--- config.mk ---
export PLATFORM = sky130hd
export DESIGN_NAME = xcvr_ft_engine_flat
export DESIGN_NICKNAME = d
export VERILOG_FILES = /design/src/rtl/xcvr_pkg.sv /design/src/rtl/xcvr_ft_engine_if.sv /design/src/rtl/xcvr_tx_serializer.sv /design/src/rtl/xcvr_ft_engine.sv /design/src/flat_wrapper.sv
export SDC_FILE = /design/constraint.sdc
export NUM_CORES = 1
export LEC_CHECK = 0
export ABC_AREA = 1
export CORE_MARGIN = 5
export CORE_UTILIZATION = 52
export CTS_CLUSTER_SIZE = 14
export DETAILED_ROUTE_END_ITERATION = 10
export PLACE_DENSITY = 0.82
export RECOVER_POWER = 50
export SYNTH_ARGS = -nofsm -noshare
export SYNTH_HDL_FRONTEND = slang
export SYNTH_HIERARCHICAL = 1
export SYNTH_SLANG_ARGS = --single-unit
--- constraint.sdc ---
create_clock -name sys_clk -period 2.31 [get_ports sys_clk]
set_clock_uncertainty 0.1 [all_clocks]
set_input_delay 0.462 -clock sys_clk [delete_from_list [all_inputs] [get_ports sys_clk]]
set_output_delay 0.462 -clock sys_clk [all_outputs]
set_load 0.1 [all_outputs]
--- src/rtl/xcvr_pkg.sv ---
// rtl/xcvr_pkg.sv - shared constants and state encoding for the transceiver transfer engine
package xcvr_pkg;
  localparam logic [2:0] ST_IDLE  = 3'b001;
  localparam logic [2:0] ST_READ  = 3'b010;
  localparam logic [2:0] ST_WRITE = 3'b100;

  localparam int FT_BYTES_PER_WORD  = 4;
  localparam int FT_WORD_W          = 32;
  localparam int FT_CNT_W           = 10;
  localparam int FT_TO_W            = 20;
  localparam int FT_TIMEOUT_DEFAULT = 1_000_000;

  typedef logic [FT_WORD_W-1:0] ft_word_t;
endpackage

--- src/rtl/xcvr_ft_engine_if.sv ---
// rtl/xcvr_ft_engine_if.sv - request/response and SPI byte signals of the transfer engine
interface xcvr_ft_engine_if
  import xcvr_pkg::*;
();
  logic                rd_req;
  logic [FT_CNT_W-1:0] rd_word_cnt;
  logic                wr_req;
  ft_word_t            wr_data;
  logic                rd_rdy;
  logic                wr_rdy;
  ft_word_t            rd_data;
  logic                ft_data_valid;
  logic                ft_done;
  logic                ft_err;
  logic                ft_req_err;
  logic [7:0]          rx_byte;
  logic                rx_valid;
  logic [7:0]          tx_byte;
  logic                tx_valid;
  logic                tx_ready;
  logic                rx_drop;

  modport master (
    output rd_req, rd_word_cnt, wr_req, wr_data, rx_byte, rx_valid, tx_ready,
    input  rd_rdy, wr_rdy, rd_data, ft_data_valid, ft_done, ft_err, ft_req_err,
           tx_byte, tx_valid, rx_drop
  );

  modport slave (
    input  rd_req, rd_word_cnt, wr_req, wr_data, rx_byte, rx_valid, tx_ready,
    output rd_rdy, wr_rdy, rd_data, ft_data_valid, ft_done, ft_err, ft_req_err,
           tx_byte, tx_valid, rx_drop
  );
endinterface

--- src/rtl/xcvr_tx_serializer.sv ---
// rtl/xcvr_tx_serializer.sv - loads a 32-bit word and hands it out LSB byte first over valid/ready
module xcvr_tx_serializer
  import xcvr_pkg::*;
(
  input  logic       sys_clk,
  input  logic       sys_nrst,
  input  logic       i_load,
  input  ft_word_t   i_data,
  input  logic       i_tx_ready,
  output logic [7:0] o_tx_byte,
  output logic       o_tx_valid,
  output logic       o_last_hs,
  output logic       o_done
);
  ft_word_t   r_shift;
  logic [1:0] r_idx;
  logic       r_valid;
  logic       r_done;
  logic       w_hs;

  assign w_hs       = r_valid & i_tx_ready;
  assign o_last_hs  = w_hs & (r_idx == 2'(FT_BYTES_PER_WORD - 1));
  assign o_tx_byte  = r_shift[7:0];
  assign o_tx_valid = r_valid;
  assign o_done     = r_done;

  // The shift register only moves on a handshake, so the byte on offer is stable while stalled.
  always_ff @(posedge sys_clk or negedge sys_nrst) begin
    if (!sys_nrst) begin
      r_shift <= '0;
      r_idx   <= '0;
      r_valid <= 1'b0;
      r_done  <= 1'b0;
    end else begin
      r_done <= o_last_hs;
      if (i_load) begin
        r_shift <= i_data;
        r_idx   <= '0;
        r_valid <= 1'b1;
      end else if (w_hs) begin
        r_shift <= {8'h00, r_shift[FT_WORD_W-1:8]};
        r_idx   <= r_idx + 2'd1;
        if (o_last_hs) r_valid <= 1'b0;
      end
    end
  end
endmodule

--- src/rtl/xcvr_ft_engine.sv ---
// rtl/xcvr_ft_engine.sv - word transfer engine between the command FSM and the SPI slave byte layer
// Optional inter-byte read timeout is built when XCVR_FT_TIMEOUT_EN is defined.
module xcvr_ft_engine
  import xcvr_pkg::*;
#(
  parameter int TIMEOUT_CYCLES = FT_TIMEOUT_DEFAULT
) (
  input logic             sys_clk,
  input logic             sys_nrst,
  xcvr_ft_engine_if.slave bus
);
  localparam int CW = FT_CNT_W + 1;

  logic [2:0]    r_state;
  logic [CW-1:0] r_word_cnt;
  logic [1:0]    r_byte_idx;
  ft_word_t      r_asm;
  ft_word_t      r_rd_data;
  logic          r_rdy, r_data_valid, r_rd_done, r_ft_err, r_req_err, r_rx_drop;
  logic          w_idle, w_in_read, w_rd_go, w_wr_go, w_req_err;
  logic          w_word_end, w_last_word, w_abort, w_last_hs, w_ser_done;

  assign w_idle      = (r_state == ST_IDLE);
  assign w_in_read   = (r_state == ST_READ);
  assign w_rd_go     = w_idle & bus.rd_req;
  assign w_wr_go     = w_idle & bus.wr_req & ~bus.rd_req;
  assign w_req_err   = (w_idle & bus.rd_req & bus.wr_req) | (~w_idle & (bus.rd_req | bus.wr_req));
  assign w_word_end  = w_in_read & bus.rx_valid & (r_byte_idx == 2'(FT_BYTES_PER_WORD - 1));
  assign w_last_word = w_word_end & (r_word_cnt == CW'(1));

`ifdef XCVR_FT_TIMEOUT_EN
  logic [FT_TO_W-1:0] r_to_cnt;
  logic               r_to_tog;

  assign w_abort = w_in_read & ~bus.rx_valid & (r_to_cnt == FT_TO_W'(TIMEOUT_CYCLES - 1));

  // Counts every other cycle of silence while reading; any received byte restarts it.
  always_ff @(posedge sys_clk or negedge sys_nrst) begin
    if (!sys_nrst) begin
      r_to_cnt <= '0;
      r_to_tog <= 1'b0;
    end else if (~w_in_read | bus.rx_valid) begin
      r_to_cnt <= '0;
      r_to_tog <= 1'b0;
    end else begin
      r_to_tog <= ~r_to_tog;
      if (r_to_tog) r_to_cnt <= r_to_cnt + FT_TO_W'(1);
    end
  end
`else
  assign w_abort = 1'b0;
`endif

  xcvr_tx_serializer u_tx (
    .sys_clk    (sys_clk),
    .sys_nrst   (sys_nrst),
    .i_load     (w_wr_go),
    .i_data     (bus.wr_data),
    .i_tx_ready (bus.tx_ready),
    .o_tx_byte  (bus.tx_byte),
    .o_tx_valid (bus.tx_valid),
    .o_last_hs  (w_last_hs),
    .o_done     (w_ser_done)
  );

  always_ff @(posedge sys_clk or negedge sys_nrst) begin
    if (!sys_nrst) begin
      r_state      <= ST_IDLE;
      r_word_cnt   <= '0;
      r_byte_idx   <= '0;
      r_asm        <= '0;
      r_rd_data    <= '0;
      r_rdy        <= 1'b0;
      r_data_valid <= 1'b0;
      r_rd_done    <= 1'b0;
      r_ft_err     <= 1'b0;
      r_req_err    <= 1'b0;
      r_rx_drop    <= 1'b0;
    end else begin
      r_rdy        <= w_idle & ~w_rd_go & ~w_wr_go;
      r_data_valid <= w_word_end;
      r_rd_done    <= w_last_word | w_abort;
      r_ft_err     <= w_abort;
      r_req_err    <= w_req_err;
      r_rx_drop    <= bus.rx_valid & ~w_in_read;
      case (r_state)
        ST_IDLE: begin
          if (w_rd_go) begin
            r_state    <= ST_READ;
            r_word_cnt <= (bus.rd_word_cnt == '0) ? {1'b1, {FT_CNT_W{1'b0}}} : CW'(bus.rd_word_cnt);
            r_byte_idx <= '0;
          end else if (w_wr_go) begin
            r_state    <= ST_WRITE;
            r_byte_idx <= '0;
          end
        end
        ST_READ: begin
          // Bytes enter at the top and move down, so byte 0 ends up in bits [7:0].
          if (bus.rx_valid) begin
            r_asm      <= {bus.rx_byte, r_asm[FT_WORD_W-1:8]};
            r_byte_idx <= r_byte_idx + 2'd1;
            if (w_word_end) begin
              r_rd_data  <= {bus.rx_byte, r_asm[FT_WORD_W-1:8]};
              r_word_cnt <= r_word_cnt - CW'(1);
              if (w_last_word) r_state <= ST_IDLE;
            end
          end else if (w_abort) begin
            r_state    <= ST_IDLE;
            r_byte_idx <= '0;
          end
        end
        ST_WRITE: begin
          if (w_last_hs) r_state <= ST_IDLE;
        end
        default: r_state <= ST_IDLE;
      endcase
    end
  end

  assign bus.rd_rdy        = r_rdy;
  assign bus.wr_rdy        = r_rdy;
  assign bus.rd_data       = r_rd_data;
  assign bus.ft_data_valid = r_data_valid;
  assign bus.ft_done       = r_rd_done | w_ser_done;
  assign bus.ft_err        = r_ft_err;
  assign bus.ft_req_err    = r_req_err;
  assign bus.rx_drop       = r_rx_drop;
endmodule
--- src/flat_wrapper.sv ---
// flat-port wrapper written by rule: the top's interface ports become plain ports
module xcvr_ft_engine_flat import xcvr_pkg::*;
#(
  parameter int TIMEOUT_CYCLES = FT_TIMEOUT_DEFAULT
)
  (sys_clk, sys_nrst, bus_rd_req, bus_rd_word_cnt, bus_wr_req, bus_wr_data, bus_rx_byte, bus_rx_valid, bus_tx_ready, bus_rd_rdy, bus_wr_rdy, bus_rd_data, bus_ft_data_valid, bus_ft_done, bus_ft_err, bus_ft_req_err, bus_tx_byte, bus_tx_valid, bus_rx_drop);
  xcvr_ft_engine_if bus_i ();
  input logic sys_clk;
  input logic sys_nrst;
  input wire logic [$bits(bus_i.rd_req)-1:0] bus_rd_req;
  input wire logic [$bits(bus_i.rd_word_cnt)-1:0] bus_rd_word_cnt;
  input wire logic [$bits(bus_i.wr_req)-1:0] bus_wr_req;
  input wire logic [$bits(bus_i.wr_data)-1:0] bus_wr_data;
  input wire logic [$bits(bus_i.rx_byte)-1:0] bus_rx_byte;
  input wire logic [$bits(bus_i.rx_valid)-1:0] bus_rx_valid;
  input wire logic [$bits(bus_i.tx_ready)-1:0] bus_tx_ready;
  output wire logic [$bits(bus_i.rd_rdy)-1:0] bus_rd_rdy;
  output wire logic [$bits(bus_i.wr_rdy)-1:0] bus_wr_rdy;
  output wire logic [$bits(bus_i.rd_data)-1:0] bus_rd_data;
  output wire logic [$bits(bus_i.ft_data_valid)-1:0] bus_ft_data_valid;
  output wire logic [$bits(bus_i.ft_done)-1:0] bus_ft_done;
  output wire logic [$bits(bus_i.ft_err)-1:0] bus_ft_err;
  output wire logic [$bits(bus_i.ft_req_err)-1:0] bus_ft_req_err;
  output wire logic [$bits(bus_i.tx_byte)-1:0] bus_tx_byte;
  output wire logic [$bits(bus_i.tx_valid)-1:0] bus_tx_valid;
  output wire logic [$bits(bus_i.rx_drop)-1:0] bus_rx_drop;
  assign bus_i.rd_req = bus_rd_req;
  assign bus_i.rd_word_cnt = bus_rd_word_cnt;
  assign bus_i.wr_req = bus_wr_req;
  assign bus_i.wr_data = bus_wr_data;
  assign bus_i.rx_byte = bus_rx_byte;
  assign bus_i.rx_valid = bus_rx_valid;
  assign bus_i.tx_ready = bus_tx_ready;
  assign bus_rd_rdy = bus_i.rd_rdy;
  assign bus_wr_rdy = bus_i.wr_rdy;
  assign bus_rd_data = bus_i.rd_data;
  assign bus_ft_data_valid = bus_i.ft_data_valid;
  assign bus_ft_done = bus_i.ft_done;
  assign bus_ft_err = bus_i.ft_err;
  assign bus_ft_req_err = bus_i.ft_req_err;
  assign bus_tx_byte = bus_i.tx_byte;
  assign bus_tx_valid = bus_i.tx_valid;
  assign bus_rx_drop = bus_i.rx_drop;
  xcvr_ft_engine #(.TIMEOUT_CYCLES(TIMEOUT_CYCLES)) u_core (.sys_clk(sys_clk), .sys_nrst(sys_nrst), .bus(bus_i));
endmodule
Word level (Yosys, flattened, before mapping):

Index checks and enable logic that the tools add are counted.

* register bits after elaboration: 121
* bits of input ports: 56
* output and inout port bits: 48
* logic and storage cells: 83

* add/sub/neg operators: 3
* equality and inequality tests: 12
* muxes and demuxes: 23
* bitwise logic cells: 21
* reduce and logical (&&, ||, !) cells: 10

Operators by type and width (count)
* $mux 32: 2
* $mux 11: 4
* $pmux 11 s2: 1
* $mux 3: 6
* $and 1x1->1: 13
* $eq 11x1->1 const B: 1
* $sub 11x1->11 const B: 1
* $logic_not 10->1: 1
* $mux 2: 5
* $ne 2x2->1 const B: 5
* $pmux 3 s3: 1
* $reduce_and 3->1: 2
* $reduce_bool 2->1: 3
* $not 1->1: 5
* $reduce_and 5->1: 1
* $add 2x1->2 const B: 2
* $eq 2x2->1 const B: 2
* $pmux 2 s2: 1
* $reduce_and 2->1: 2
* $reduce_and 4->1: 1
* $eq 3x1->1 const B: 1
* $eq 3x2->1 const B: 1
* $eq 3x3->1 const B: 1
* $mux 1: 3
* other kinds (2): 4

Logic depth before layout (Yosys ltp):

Gate-level depths: netlist (run 1).

* depth after elaboration: 8
* gate-level depth with buffers: 11
* mapped depth without buffers: 9

Modules after synthesis:

The synthesis (run 1) kept the hierarchy.

By module, submodules not included
* xcvr_ft_engine: instances 1, cells an instance 409, area an instance 3469.6 um^2, sequential area each 1928.1 um^2
* xcvr_tx_serializer: instances 1, cells an instance 234, area an instance 1825.5 um^2, sequential area each 900.9 um^2

Worst setup path after synthesis (run 1):

OpenSTA, ideal clock, no wires.

* kind: register to register
* start: reg u_core.u_tx.r_valid (netlist: u_core/u_tx/o_tx_valid)
* end: reg u_core.r_state[0]
* library setup time: 61 ps
* arrival: 1816 ps
* required time: 2149 ps
* setup slack: 333 ps
* cell stages (with the launch flop): 10
* buffers on the path: 1
* period minus slack after synthesis: 1977 ps
* path through: dfrtp_1 > nand2_2 > buf_2 > nor2_1 > nor2_1 > nand3_1 > nand2_1 > nor2_1 > nand3_1 > nand2_1

* longest elaborated chain between the ends: 4

Ends and longest elaborated chain
* start: declaration: line xcvr_tx_serializer.sv:17 `logic r_valid;`
* start signal: assignment: line xcvr_tx_serializer.sv:32 `r_valid <= 1'b0;`
* start signal: assignment: line xcvr_tx_serializer.sv:39 `r_valid <= 1'b1;`
* start signal: assignment: line xcvr_tx_serializer.sv:43 `if (o_last_hs) r_valid <= 1'b0;`
* $and 1x1->1: line xcvr_tx_serializer.sv:21 `assign w_hs = r_valid & i_tx_ready;`
* $and 1x1->1: line xcvr_tx_serializer.sv:22 `assign o_last_hs = w_hs & (r_idx == 2'(FT_BYTES_PER_WORD - 1));`
* via u_core.w_last_hs: line xcvr_ft_engine.sv:21 `logic w_word_end, w_last_word, w_abort, w_last_hs, w_ser_done;`
* $ne 2x2->1 (no line)
* $reduce_and 5->1 (no line)
* end signal: assignment: line xcvr_ft_engine.sv:68 `r_state <= ST_IDLE;`
* end signal: assignment: line xcvr_ft_engine.sv:89 `r_state <= ST_READ;`
* end signal: assignment: line xcvr_ft_engine.sv:93 `r_state <= ST_WRITE;`
* end: declaration: line xcvr_ft_engine.sv:14 `logic [2:0] r_state;`

The timed path passes the listed nets, and every way through them passes these cells.
A chain may end at the register's enable or synchronous reset.

Worst setup path in the final report (run 1):

* start: reg u_core.r_state[0]
* end: reg u_core.r_rd_data[5] (netlist: u_core/bus.rd_data[5])

* longest elaborated chain between the ends: 4

Ends and longest elaborated chain
* $eq 3x2->1 (*): line xcvr_ft_engine.sv:24, xcvr_ft_engine.sv:86
* $and 1x1->1 (2 in series): line xcvr_ft_engine.sv:28 `assign w_word_end = w_in_read & bus.rx_valid & (r_byte_idx == 2'(FT_BYTES_PER_WORD - 1));`
* $reduce_and 3->1 (no line) (*)
* end signal: assignment: line xcvr_ft_engine.sv:103 `r_rd_data <= {bus.rx_byte, r_asm[FT_WORD_W-1:8]};`
* end: declaration: line xcvr_ft_engine.sv:18 `ft_word_t r_rd_data;`

Mark *: on every way between the ends. The rest lies on a longest branch, timed or not.

==> insert_results.sql, run 1 <==
INSERT INTO impl_metrics (metric_group, metric, value, unit) VALUES
('die', 'die_w', '110.9', 'microns'),
('setup_path', 'worst-endpoint-required', '2.62', 'ns'),
('sta', 'worst_pin_slew', '0.9771', 'ns'),
('grt', 'antenna_found_initial', '0', ''),
('setup_path', 'critical_path.cell_chain', 'nor2_1, nand2_2, nor2_2, inv_2, nand2_1, o21ai_0', ''),
('yosys', 'syn_inst', '643', ''),
('layout', 'fillCellCount', '777', ''),
('yosys', 'synth.ff_latch_count', '113', ''),
('setup_path', 'timing.critical_path.from_type', 'register', ''),
('grt', 'global_route.usage.met1', '27.00', '%'),
('run_status', 'run_status', 'completed', ''),
('yosys', 'syn-cell-area', '5295', 'sq um'),
('grt', 'grt_first_pass_wirelength', '21.62', 'mm'),
('routing', 'avgRoutedWirePerCell', '14.29', 'microns'),
('yosys', 'synth_cell_types', '30', ''),
('clock_tree', 'maximum_root_to_sink_buffer_count', '2', ''),
('routing', 'drt-pass1-iter-count', '5', ''),
('die', 'design.die.area', '12300', 'sq um'),
('clock_tree', 'source_to_sink_clock_delay_at_the_later_pin_of_the_worst_skew_pair', '0.52', 'ns'),
('setup_path', 'cp.arrival', '2.35', 'ns'),
('grt', 'global_route.usage.total', '21.47', '%'),
('pwr', 'power', '8.858', 'mW'),
('clock_tree', 'cts_root_buffer', 'clkbuf_8', ''),
('die', 'core.rowCount', '36', ''),
('place', 'place_congestion', '0.8657', ''),
('pwr', 'power_per_unit_of_standard_cell_area', '1313', 'nW/um^2'),
('yosys', 'ys_top_cells_by_area', 'dfrtp_1 (53%), nand2_1 (18%), o21ai_0 (4.9%)', ''),
('grt', 'use_met3', '7.260', '%'),
('yosys', 'synth-seq-area-share', '53.43', '%'),
('routing', 'ant_nets', '0', ''),
('layout', 'commonest_cells_after_routing_fill_and_taps_aside', 'nand2_1 (259), dfrtp_1 (112), clkdlybuf4s50_1 (54)', ''),
('setup_path', 'kind_of_end_point_of_the_critical_path', 'register', ''),
('yosys', 'synth_top_area_cell', 'dfrtp_1', ''),
('yosys', 'synth_area_per_cell', '8.235', 'sq um'),
('routing', 'drcViolationCount', '0', ''),
('yosys', 'synth.net_count', '703', ''),
('grt', 'grt_overflow', '0', ''),
('setup_path', 'timing_worst_setup_path_type', 'register to register', ''),
('sta', 'postLayoutSetupSlackWorst', '0.2700', 'ns'),
('layout', 'nNetsFinal', '794', ''),
('clock_tree', 'clock_tree_from_tritoncts', 'yes', ''),
('grt', 'first_global_vias', '4514', ''),
('sta', 'grt_setup_unrepaired', 'false', ''),
('pwr', 'p_leak', '3.461', 'nW'),
('pwr', 'largest_vdd_supply_drop', '0.6041', 'mV'),
('sta', 'report.final.setup_viol', '0', ''),
('sta', 'fin_worst_hold_slack', '0.3778', 'ns'),
('grt', 'grt_busiest_layer', 'met2', ''),
('sta', 'period_share', '88.31', '%'),
('clock_tree', 'numCtsBuffers', '17', ''),
('sta', 'max-slew-margin-rel', '34.86', '%'),
('yosys', 'ys.warnings.count', '6', ''),
('die', 'die_height', '110.9', 'microns'),
('grt', 'grt_util_met2', '34.99', '%'),
('routing', 'drt-total-wl', '12.58', 'mm'),
('clock_tree', 'cts_setup_buffers', '0', ''),
('die', 'core_area', '9864', 'sq um'),
('setup_path', 'timing.critical_path.slowest_stage_cell', 'inv_2', ''),
('sta', 'fin_setup_tns', '0', 'ns'),
('place', 'post-dp-hpwl', '8.430', 'mm'),
('grt', 'grt_start_max_net_pins', '57', ''),
('setup_path', 'critical-path-max-stage-delay', '0.63', 'ns'),
('yosys', 'synth_largest_type_area_fraction', '52.93', '%'),
('place', 'pre_cts_slack', '0.08935', 'ns'),
('routing', 'drt_iter0_drc', '375', ''),
('routing', 'detailroute.via_count', '4458', ''),
('clock_tree', 'cts.sinks', '113', ''),
('layout', 'antenna_cells_inserted', '0', ''),
('run', 'drv.max_cap_violation_count', '0', ''),
('layout', 'area_of_combinational_cells_with_multiple_inputs', '1922', 'sq um'),
('layout', 'register_area', '2829', 'sq um');
logic make-up (layout without fill, tap and decap cells):
logic type | Yosys count | count (layout) | synth area share, %
AO/OA/AOI/OAI | 78 | 78 | 7.467
flip-flops | 113 | 113 | 53.43
adder cells (fa/ha/maj) | 4 | 4 | 0.9452
buffers and inverters | 90 | 194 | 10.04
AND/OR/NAND/NOR | 357 | 357 | 28.05
other | 1 | 1 | 0.07082
synth_stat cells:
cell type / count
nor2_1: 39
buf_6: 15
buf_2: 5
buf_4: 18
nand3_2: 1
o21ai_0: 52
o211ai_1: 2
dfstp_2: 1
nor2_4: 1
clkbuf_1: 2
inv_8: 1
a21oi_1: 2
nand2_2: 3
nor2_2: 2
dfrtp_1: 112
and2_1: 1
inv_2: 4
ha_1: 4
o21ai_1: 22
nor3_2: 1
nand4_1: 2
or2_2: 1
nand3_1: 43
nand3b_1: 1
nor2_8: 1
inv_1: 45
conb_1: 1
nand2_1: 258
nand2_4: 2
nand3_4: 1
repair_timing:
action | CTS | global route
endpoints found under the hold margin | 34 | 0
setup endpoints to repair | 0 | 0
hold buffers | 1 | 0
layout make-up:
class	instances	share of cell area, %
clock buffers	17	6.141
repair buffers	112	14.60
clock inverters	15	3.451
well taps	133	2.468
multi-input cells	440	28.50
flip-flops and latches	113	41.95
inverters	50	2.894
final timing paths:
kind	start	end	slack, ns	depth (start not counted)
setup / recovery	u_core/r_state[0]	u_core/bus.rd_data[5]	0.27	6
hold / removal	u_core/bus.rd_data[29]	u_core/bus.rd_data[29]	0.38	2
setup reg to reg	u_core/r_state[0]	u_core/bus.rd_data[5]	0.27	6
hold reg to reg	u_core/bus.rd_data[29]	u_core/bus.rd_data[29]	0.38	2
max in group asynchronous	sys_nrst	u_core/bus.rd_data[16]	0.38	3
min in group asynchronous	sys_nrst	u_core/u_tx/r_shift[26]	0.54	2
critical path, delay by kind of cell (launching register included):
| family | cells | cell delay [ns] |
|---|---|---|
| compound gates | 1 | 0.14 |
| buf+inv | 1 | 0.63 |
| flops | 1 | 0.54 |
| simple gates | 4 | 0.51 |
power breakdown:
part | internal, mW | switching, mW | total, mW
clock network | 1.87 | 0.942 | 2.82
logic | 0.870 | 2.23 | 3.10
registers | 2.59 | 0.352 | 2.95
total | 5.34 | 3.52 | 8.86
flip-flops by register name, summed over array words and instances, names as in the netlist:
signal	count
u_core/r_asm	24
u_core/u_tx/r_shift	32
u_core/bus.ft_data_valid	1
u_core/u_tx/o_done	1
u_core/r_word_cnt	11
u_core/bus.ft_req_err	1
u_core/bus.rd_rdy	1
u_core/u_tx/r_idx	2
u_core/u_tx/o_tx_valid	1
u_core/r_byte_idx	2
u_core/bus.rx_drop	1
u_core/r_rd_done	1
u_core/r_state	3
u_core/bus.rd_data	32
metrics by stage:
stage,instance area [sq um],util (%),cells
5_1_grt,6744,68.37,880
3_5_place_dp,6133,62.18,847
4_1_cts,6790,68.84,880
6_report,6744,68.37,880
2_1_floorplan,5295,-,643
3_3_place_gp,6133,62.18,847
layer usage:
| layer | vias to the layer above | part of all wire (%) |
|---|---|---|
| met1 | 2098 | 43 |
| met4 | 0 | 1.6 |
| met3 | 21 | 6.8 |
| li1 | 2185 | - |
| met2 | 154 | 49 |
| met5 | - | 0 |
Power figures use the tool's default switching activity.
==> inputs of run 2 (changes only) <==
MAX_ROUTING_LAYER = met4   (was unset)
==> run 2 against run 1 <==
  * Fmax shrank 1.7%
  * Non-clock buffer count rose by 1
  * Sequential power about the same
  * Die area unchanged
  * Worst setup slack got worse by 0.035 ns
  * Register-to-register slack worse by 0.04 ns
  * Combinational power barely moved
  * Critical path depth increased by 1
==> insert_results.sql, run 2 (synthesized netlist as in run 1, its figures left out) <==
INSERT INTO impl_metrics (metric_group, metric, value, unit) VALUES
('routing', 'detailroute.via_count', '4486', ''),
('clock_tree', 'source_to_sink_clock_delay_at_the_later_pin_of_the_worst_skew_pair', '0.50', 'ns'),
('sta', 'grt_setup_unrepaired', 'false', ''),
('grt', 'grt_start_max_net_pins', '57', ''),
('layout', 'post_layout_nonfiller_instances', '881', ''),
('grt', 'grt_first_pass_wirelength', '21.00', 'mm'),
('grt', 'first_global_vias', '4548', ''),
('die', 'core.rowCount', '36', ''),
('setup_path', 'cp_num_buf_inv', '2', ''),
('setup_path', 'worst-path-max-fanout', '47', ''),
('setup_path', 'critical-path-max-stage-delay', '0.62', 'ns'),
('routing', 'route.detailed.vias_per_inst', '5.092', ''),
('setup_path', 'kind_of_end_point_of_the_critical_path', 'register', ''),
('die', 'die_w', '110.9', 'microns'),
('die', 'core_area', '9864', 'sq um'),
('setup_path', 'timing.critical_path.slowest_stage_cell', 'clkbuf_2', ''),
('die', 'boundaryPins', '104', ''),
('layout', 'antenna_cells_inserted', '0', ''),
('min_path', 'hold_path.class', 'register to register', ''),
('layout', 'syn_to_final_growth', '26.80', '%'),
('routing', 'drt-pass1-iter-count', '6', ''),
('pwr', 'power_per_unit_of_standard_cell_area', '1281', 'nW/um^2'),
('die', 'die_height', '110.9', 'microns'),
('place', 'io_port_bufs', '102', ''),
('place', 'post-dp-hpwl', '8.396', 'mm'),
('setup_path', 'critical_path.cell_chain', 'nor2_2, nand2_2, nor2_4, clkbuf_2, inv_1, nand2_1, o21ai_0', ''),
('setup_path', 'worst_r2r_endpoint', 'u_core/r_asm[8]', ''),
('clock_tree', 'clock_tree_from_tritoncts', 'yes', ''),
('run', 'drv.max_cap_violation_count', '0', ''),
('run_status', 'run_status', 'completed', ''),
('die', 'floorplan.initialDensity', '53.68', '%'),
('grt', 'grt_overflow', '0', ''),
('clock_tree', 'cts_setup_buffers', '0', ''),
('clock_tree', 'maximum_root_to_sink_buffer_count', '2', ''),
('place', 'place_congestion', '0.8644', ''),
('sta', 'period_share', '89.84', '%'),
('pwr', 'switching_share', '40.28', '%'),
('layout', 'drive_above_1_share', '13.77', '%'),
('layout', 'layout_commonest_cell', 'nand2_1', ''),
('min_path', 'timing.hold.worst_endpoint', 'u_core/bus.rd_data[26]', ''),
('routing', 'ant_nets', '0', ''),
('setup_path', 'regToRegSetupSlack', '0.23', 'ns'),
('setup_path', 'cp.depth', '7', ''),
('pwr', 'switching_power', '3.464', 'mW'),
('routing', 'drcViolationCount', '0', ''),
('sta', 'max-slew-margin-rel', '12.07', '%'),
('sta', 'fmaxAchievable', '481.9', 'MHz'),
('layout', 'commonest_cells_after_routing_fill_and_taps_aside', 'nand2_1 (258), dfrtp_1 (112), clkdlybuf4s50_1 (54)', ''),
('pwr', 'internal_pwr_total', '5.135', 'mW'),
('sta', 'hold_violations', '0', ''),
('clock_tree', 'cts_root_buffer', 'clkbuf_8', ''),
('setup_path', 'worstRegToRegCells', '7', ''),
('sta', 'fin_setup_tns', '0', 'ns'),
('pwr', 'largest_vdd_supply_drop', '0.7746', 'mV'),
('sta', 'final-max-slew-violation-count', '0', ''),
('pwr', 'pwr-share-comb', '35.9', '%'),
('setup_path', 'cp_top_family', 'buffers and inverters', ''),
('setup_path', 'timing.critical_path.from_type', 'register', ''),
('place', 'placed_cells_incl_taps', '848', ''),
('sta', 'period_minus_slack', '2.075', 'ns'),
('sta', 'report.final.setup_viol', '0', ''),
('layout', 'final_core_util', '68.06', '%'),
('sta', 'worst_pin_slew', '1.319', 'ns'),
('routing', 'drt-total-wl', '12.27', 'mm'),
('clock_tree', 'clkSlewWorstSetupHoldPaths', '0.06', 'ns'),
('min_path', 'timing.hold.worst.start', 'u_core/bus.rd_data[26]', ''),
('grt', 'global_route.usage.total', '21.20', '%'),
('setup_path', 'timing_worst_setup_path_type', 'register to register', ''),
('setup_path', 'worst-endpoint-required', '2.58', 'ns'),
('clock_tree', 'count_of_h_tree_levels_built_during_cts', '4', ''),
('clock_tree', 'cts.sinks', '113', ''),
('setup_path', 'r2r_start', 'u_core/r_state[2]', ''),
('pwr', 'seqPwrFrac', '34.4', '%'),
('routing', 'avgRoutedWirePerCell', '13.93', 'microns'),
('pwr', 'power_frac_clock', '29.8', '%'),
('layout', 'nNetsFinal', '795', ''),
('grt', 'antenna_found_initial', '0', ''),
('pwr', 'p_leak', '3.441', 'nW'),
('setup_path', 'cp.arrival', '2.35', 'ns'),
('die', 'design.die.area', '12300', 'sq um'),
('clock_tree', 'numCtsBuffers', '17', ''),
('min_path', 'min_delay_path_depth', '2', ''),
('routing', 'drt_iter0_drc', '388', '');
## run 2: worst max path at each step
stage | from | end | slack (ns)
6_report | u_core/r_state[2] | u_core/r_asm[8] | 0.23
5_1_grt | u_core/r_state[0] | u_core/bus.rd_data[17] | 0.05
4_1_cts | u_core/r_state[0] | u_core/bus.rd_data[9] | 0.27
3_5_place_dp | bus_rx_valid | u_core/bus.rd_data[17] | 0.10
3_3_place_gp | bus_rx_valid | u_core/bus.rd_data[13] | 0.17
2_1_floorplan | u_core/u_tx/o_tx_valid | u_core/r_state[0] | 0.33
## run 2: area by class of cell
| cell class | count | area [sq um] |
|---|---|---|
| inverter | 50 | 195.2 |
| tap | 133 | 166.4 |
| sequential | 113 | 2829 |
| fill | 774 | 3151 |
| multi-input combinational | 440 | 1929 |
| clock buffer | 19 | 431.7 |
| clock inverter | 13 | 161.4 |
| timing repair buffer | 113 | 1001 |
## run 2: power groups by stage
| stage | Combinational [mW] | Clock (mW) | Sequential [mW] |
|---|---|---|---|
| 2_1_floorplan | 2.26 | 0 | 3.21 |
| 3_3_place_gp | 2.99 | 0 | 2.95 |
| 3_5_place_dp | 3.08 | 0 | 2.97 |
| 4_1_cts | 3.12 | 2.61 | 2.95 |
| 5_1_grt | 3.40 | 2.71 | 3.03 |
| 6_report | 3.09 | 2.56 | 2.95 |
## run 2: stage by stage
stage / hold slack (ns) / area [sq um] / total power, mW / setup slack (ns)
6_report: 0.3772 / 6714 / 8.599 / 0.2347
5_1_grt: 0.4087 / 6714 / 9.142 / 0.04763
4_1_cts: 0.2994 / 6744 / 8.679 / 0.2695
3_5_place_dp: 0.2827 / 6141 / 6.056 / 0.1016
3_3_place_gp: 0.2854 / 6141 / 5.941 / 0.1719
2_1_floorplan: 0.06641 / 5295 / 5.468 / 0.3329
## run 2: timing repair
action	4_1_cts	5_1_grt
hold buffers	1	0
endpoints found under the hold margin	17	0
resized for setup	0	0
## run 2: metal layers
| metal | part of all wire (%) | GRT usage (%) | wire length, microns | up-vias |
|---|---|---|---|---|
| met1 | 44 | 27.16 | 5435 | 2106 |
| met2 | 48 | 33.17 | 5855 | 168 |
| li1 | - | - | - | 2190 |
| met4 | 1.0 | 6.076 | 123 | 0 |
| met5 | 0 | - | 0 | - |
| met3 | 7.0 | 6.004 | 859 | 22 |
## run 2: tightest hold or removal path, stage by stage, from the launching register on
cell	delay, ns
dfrtp_1	0.35
nand2_1	0.05
nand2_1	0.04
==> inputs of run 3 (changes only) <==
ABC_CLOCK_PERIOD_IN_PS = 2310   (was unset)
==> results of run 3 <==
The final DEF is identical to that of run 2; final timing and power are the same.
